File: config.mk
export PLATFORM = sky130hd
export DESIGN_NAME = seq_rotator
export DESIGN_NICKNAME = d
export VERILOG_FILES = /design/src/rtl/rotator_pkg.sv /design/src/rtl/seq_rotator_rotate_step.sv /design/src/rtl/seq_rotator.sv
export SDC_FILE = /design/constraint.sdc
export NUM_CORES = 1
export LEC_CHECK = 0
export BUFFER_PORTS_ARGS = -buffer_cell sky130_fd_sc_hd__buf_4
export CORE_AREA = 2 2 39 41
export CTS_CLUSTER_SIZE = 40
export DETAILED_ROUTE_END_ITERATION = 12
export DIE_AREA = 0 0 41 43
export PLACE_DENSITY_LB_ADDON = 0.08
export SETUP_SLACK_MARGIN = 0.3
export SKIP_LAST_GASP = 1
export SYNTH_ARGS = -nofsm -noshare
export SYNTH_HDL_FRONTEND = slang
export SYNTH_SLANG_ARGS = --single-unit
File: constraint.sdc
create_clock -name clk -period 1.14 [get_ports clk]
set_clock_uncertainty 0.05 [all_clocks]
set_input_delay 0 -clock clk [delete_from_list [all_inputs] [get_ports clk]]
set_output_delay 0 -clock clk [all_outputs]
set_load 0.005 [all_outputs]
File: src/rtl/rotator_pkg.sv
// Shared constants for the sequential rotator: direction encodings and FSM states.
package rotator_pkg;

    localparam logic DIR_RIGHT = 1'b0;
    localparam logic DIR_LEFT  = 1'b1;

    typedef enum logic [1:0] {
        ST_IDLE  = 2'b00,
        ST_SHIFT = 2'b01,
        ST_DONE  = 2'b10
    } state_t;

endpackage

File: src/rtl/seq_rotator_rotate_step.sv
// One-position combinational rotate, used on the working-register feedback path.
module rotate_step
    import rotator_pkg::*;
#(
    parameter int WIDTH = 4
) (
    input  logic [WIDTH-1:0] in,
    input  logic             d,
    output logic [WIDTH-1:0] r
);

    assign r = (d == DIR_LEFT) ? {in[WIDTH-2:0], in[WIDTH-1]}
                               : {in[0], in[WIDTH-1:1]};

endmodule

File: src/rtl/seq_rotator.sv
// Multi-cycle rotator: captures a word on start, rotates one bit per clock for
// amt cycles, then pulses done for one cycle with the result held in r.
module seq_rotator
    import rotator_pkg::*;
#(
    parameter int WIDTH = 4,
    parameter int AMT_W = 2
) (
    input  logic             clk,
    input  logic             rst,
    input  logic             start,
    input  logic [WIDTH-1:0] in,
    input  logic             d,
    input  logic [AMT_W-1:0] amt,
    output logic             busy,
    output logic             done,
    output logic [WIDTH-1:0] r
);

    state_t           state, state_nxt;
    logic [AMT_W-1:0] count, count_nxt;
    logic             dir, dir_nxt;
    logic [WIDTH-1:0] r_nxt, r_rot;

    rotate_step #(.WIDTH(WIDTH)) u_step (
        .in (r),
        .d  (dir),
        .r  (r_rot)
    );

    always_ff @(posedge clk) begin
        if (rst) begin
            state <= ST_IDLE;
            r     <= '0;
            count <= '0;
            dir   <= DIR_RIGHT;
        end else begin
            state <= state_nxt;
            r     <= r_nxt;
            count <= count_nxt;
            dir   <= dir_nxt;
        end
    end

    always_comb begin
        state_nxt = state;
        r_nxt     = r;
        count_nxt = count;
        dir_nxt   = dir;
        case (state)
            // DONE accepts a new start just like IDLE, so back-to-back ops have no bubble
            ST_IDLE, ST_DONE: begin
                if (start) begin
                    r_nxt     = in;
                    dir_nxt   = d;
                    count_nxt = amt;
                    state_nxt = (amt == '0) ? ST_DONE : ST_SHIFT;
                end else begin
                    state_nxt = ST_IDLE;
                end
            end
            ST_SHIFT: begin
                r_nxt     = r_rot;
                count_nxt = count - 1'b1;
                if (count == AMT_W'(1))
                    state_nxt = ST_DONE;
            end
            default: state_nxt = ST_IDLE;
        endcase
    end

    assign busy = (state == ST_SHIFT);
    assign done = (state == ST_DONE);

endmodule
-- Word level (Yosys, flattened, before mapping)
Index checks and enable logic that the tools add are counted.
- flip-flop bits (word level): 9
- output and inout port bits: 6
- word-level logic and storage cells: 25
- equal/unequal tests: 5
- add/sub/neg operators: 1
- reductions and logical operators: 6
- multiplexer cells: 9
- operator list (kind ; number):
    2-to-1 mux 2 bit ; 4
    2-to-1 mux 4 bit ; 2
    case mux 2 bit (2 select lines) ; 2
    case mux 4 bit (2 select lines) ; 1
    == test 2 x 1 -> 1 bit (second input constant) ; 2
    logical NOT 2 bit ; 2
    AND reduction 2 bit ; 2
    == test 2 bit (second input constant) ; 1
    != test 2 x 1 -> 1 bit (second input constant) ; 1
    != test 2 bit (second input constant) ; 1
    nonzero test 2 bit ; 1
    OR reduction 2 bit ; 1
    subtractor 2 x 1 -> 2 bit (second input constant) ; 1

-- Logic depth before layout (Yosys ltp)
- word-level depth: 4
- mapped depth: 4
- depth with buffers taken out: 4

-- Cells and area by module
Synthesis repeated with hierarchy kept, for this count alone.
- cell total of the unflattened synthesis: 53
- area, all modules: 469.2 um^2
- modules (own cells, without submodules) (module ; area an instance (um^2) ; seq. area each (um^2) ; instances ; cells each):
    seq_rotator ; 424.2 ; 180.2 ; 1 ; 49
    rotate_step ; 45.0 ; 0.0 ; 1 ; 4

-- Worst setup path after synthesis
No wires, ideal clock.
- path type: reg2reg
- start point: register state[1]
- end point: register r[0]
- setup time: 0.131 ns
- data required time: 0.959 ns
- path buffers: 1
- clock period less this slack: 1.025 ns
- stages on the path, launching flop included: 5
- path slack: 0.115 ns
- data arrival time: 0.843 ns
- path through: dfxtp_1 -> nand2b_1 -> buf_6 -> a211oi_1 -> a311oi_1
- word-level cells in the longest chain between the ends: 4
- elaborated cells on any way between the ends: 8
- those cells by class: 3 x eq/ne; 1 x mux; 4 x reduce/logical
- RTL lines (item ; line ; RTL):
    from (decl) ; seq_rotator.sv:20 ; state_t state, state_nxt;
    from (signal assigned) ; seq_rotator.sv:38 ; state <= state_nxt;
    == test 2 bit / logical NOT 2 bit (equally long branches) ; seq_rotator.sv:50 ; case (state)
    OR reduction 2 bit ; seq_rotator.sv:50 ;
    != test 2 bit (no source line) / nonzero test 2 bit (equally long branches) ; -- ;
    AND reduction 2 bit (no source line) ; -- ;
    to (signal assigned) ; seq_rotator.sv:39 ; r <= r_nxt;
    to (decl) ; seq_rotator.sv:17 ; output logic [WIDTH-1:0] r
Several ways; a longest one is shown, not always the timed one.
A chain may end at the register's enable or synchronous reset.

-- Worst setup path after layout
- start point: register count[0]
- end point: register count[1]
- word-level cells in the longest chain between the ends: 2
- RTL lines (item ; line ; RTL):
    from (decl) ; seq_rotator.sv:21 ; logic [AMT_W-1:0] count, count_nxt;
    from (signal assigned) ; seq_rotator.sv:40 ; count <= count_nxt;
    subtractor 2 x 1 -> 2 bit ; seq_rotator.sv:64 ; count_nxt = count - 1'b1;
    case mux 2 bit (2 select lines) ; seq_rotator.sv:50 ;
No other way between the ends.

==> results.py <==
metrics = {
    "pwr": {
        "seq_power_share_pct": 42.4,
        "p_sw_uw": 261.4,
        "p_leak_uw": 0.0003192,
        "intPower_uw": 646.4,
        "comb_power_share_pct": 30.7,
        "swShare_pct": 28.79,
        "total_power_uw": 907.8,
        "p_per_area_mw_per_mm2": 1148,
        "power_frac_clock_pct": 26.8,
        "peakVddDrop_v": 0.0005850,
    },
    "grt": {
        "track_usage_pct": 15.34,
        "grt_pass1_vias": 411,
        "grt_max_degree": 12,
        "grt_pass1_wl_um": 1787,
        "overflow": 0,
        "antenna_found_initial": 0,
    },
    "layout": {
        "postLayoutCellArea_um2": 790.8,
        "fin_nets": 93,
        "drive_gt1_share_pct": 59.26,
        "final_cells": 97,
        "n_antenna_cell": 0,
        "area_growth_pct": 70.81,
    },
    "critical_path": {
        "cp.required_ns": 1.24,
        "startpoint_type": "register",
        "end_kind": "register",
        "path_max_fanout": 3,
        "path_cells": "ha_2 > a22oi_2 > a21oi_1",
        "cp_slowest_cell": "dfxtp_1",
        "max_stage_delay_ns": 0.39,
        "critical_path_arrival_ns": 1.16,
        "path_class": "reg2reg",
        "path_delay_family": "flip-flops",
        "critPathBufInv": 0,
    },
    "logic_synthesis": {
        "syn_nets": 66,
        "synth_area_um2": 462.9,
        "synth_seq_cells": 9,
        "yosysUniqueCellTypes": 19,
        "yosys.area.top_type": "dfxtp_1",
        "synthCells": 55,
        "synth_top_area_share_pct": 38.92,
        "async_flop_share_pct": 0,
        "avgSynthCellArea_um2": 8.417,
        "synth_ff_type": "dfxtp_1",
        "ys_seq_area_share_pct": 38.92,
        "synth_area_leaders": "dfxtp_1 39%, a211oi_1 9.7%, nand2_1 8.1%",
        "synth_edf_count": 0,
        "ys.warnings.count": 0,
    },
    "clock_network": {
        "clock-root-buffer": "clkbuf_4",
        "clockBufferDepth": 2,
        "clock_latency_ns": 0.26,
        "cts_buffers": 3,
        "cts_tree": "built",
        "cts_htree_levels": 1,
        "cts.sinks": 9,
        "clk_pin_slew_ns": 0.06,
    },
    "placed_design": {
        "dp.cells": 82,
        "dpl_cell_area_um2": 596.8,
        "place.gp.congestion": 0.6317,
        "portBuffers": 15,
        "dpl.hpwl_um": 722.7,
    },
    "routing": {
        "via_count": 497,
        "routedWlPerCell_um": 12.20,
        "drtAntennaViolNets": 0,
        "drt_wl_total_um": 1183,
        "drt-vias-per-instance": 5.124,
        "first_pass_iters": 2,
        "drc": 0,
        "drt_iter0_drc": 3,
    },
    "timing": {
        "tightest_slew_ns": 0.2650,
        "setup_tns_ns": 0,
        "finalMaxSlewViolations": 0,
        "setup_violations": 0,
        "post-route-period-util_pct": 92.73,
        "max_freq_ghz": 0.9460,
        "relSlewSlack_pct": 82.23,
        "hold_viol": 0,
        "holdWs_ns": 0.02222,
        "grt_setup_unrepaired": "yes",
        "finalCriticalPeriod_ns": 1.057,
    },
    "worst_hold_path": {
        "min_path_type": "in2reg",
    },
    "outcome": {
        "status": "finished, final reports clean",
    },
    "flow_run": {
        "maxCapViolCount": 0,
    },
    "floorplan": {
        "dieArea_mm2": 0.001763,
        "core_mm2": 0.001384,
        "die_y_um": 43,
        "start_util_pct": 33.45,
        "fp-row-count": 14,
        "ioPinCount": 16,
        "die_x_um": 41,
    },
}
-- placed cells by master (no fill, tap or decap), drive strengths merged, types with 3 or more instances in the layout --
cell type    Yosys  layout
a211oi           6       6
a311oi           4       4
buf              5      20
clkbuf           0       4
dfxtp            9       9
dlygate4sd3      0       7
nand2           10      10
nor2             3       3
nor2b            5       5
-- worst min-delay path: stages --
cell and delay [ns]:
buf_4 0.09, a211oi_2 0.06, a211oi_2 0.13
-- power by group through the flow --
| stage | sequential [uW] | combinational [uW] | clock [uW] |
|---|---|---|---|
| finish | 385 | 279 | 244 |
| global route | 391 | 300 | 274 |
| CTS | 381 | 258 | 246 |
| detailed placement | 388 | 201 | 0 |
| global placement | 389 | 199 | 0 |
| floorplan | 380 | 141 | 0 |
-- cell usage after synthesis (2+ instances only) --
cell / count
a211oi_1: 6
a21oi_1: 2
a22oi_1: 2
a311oi_1: 4
buf_6: 2
dfxtp_1: 9
inv_1: 2
nand2_1: 10
nand2b_1: 2
nor2_1: 3
nor2b_1: 5
-- flip-flops by register name (all words and copies together), names as in the netlist --
| signal | count |
|---|---|
| r | 4 |
| state | 2 |
| count | 2 |
| dir | 1 |
-- what timing repair did --
| action | 4_1_cts | 5_1_grt |
|---|---|---|
| resized for setup | 9 | 11 |
| hold buffers | 7 | 0 |
| setup buffers | 4 | 0 |
| setup endpoints to repair | 11 | 14 |
| endpoints found under the hold margin | 9 | 0 |
| pin swaps | 12 | 5 |
-- cells by family after synthesis --
logic type | synth area share, %
flip-flops | 38.92
buffers and inverters | 9.999
adder cells (fa/ha/maj) | 2.702
AO/OA/AOI/OAI | 25.67
AND/OR/NAND/NOR | 22.70
-- area by class of cell --
type | count | area, um2
Inverter | 2 | 7.507
Multi-Input combinational cell | 39 | 319.1
Clock buffer | 4 | 26.28
Fill cell | 129 | 593.1
Sequential cell | 9 | 190.2
Timing Repair Buffer | 27 | 227.7
Tap cell | 16 | 20.02
-- path summary, 6_finish.rpt --
kind                              start               endpoint  slack (ns)  cells after the start
setup / recovery  count[0]$_SDFFE_PP0P_  count[1]$_SDFFE_PP0P_        0.08                      3
hold / removal                   amt[0]  count[0]$_SDFFE_PP0P_        0.02                      3
hold reg to reg   count[1]$_SDFFE_PP0P_  count[1]$_SDFFE_PP0P_        0.41                      2
setup reg to reg  count[0]$_SDFFE_PP0P_  count[1]$_SDFFE_PP0P_        0.08                      3
-- per-stage QoR --
stage / setup WS (ns) / util [%]
2_1_floorplan: 0.1446 / -
3_3_place_gp: 0.07513 / 43.13
6_report: 0.08293 / 57.14
4_1_cts: 0.06647 / 54.43
5_1_grt: 0.02858 / 57.14
3_5_place_dp: 0.05139 / 43.13
-- layer usage --
metal	GRT usage, %	share of wire (%)
met1	20.92	46
met2	20.00	47
met3	4.712	5.5
met4	10.00	1.2
met5	0	0
(Power assumes the default switching activity.)
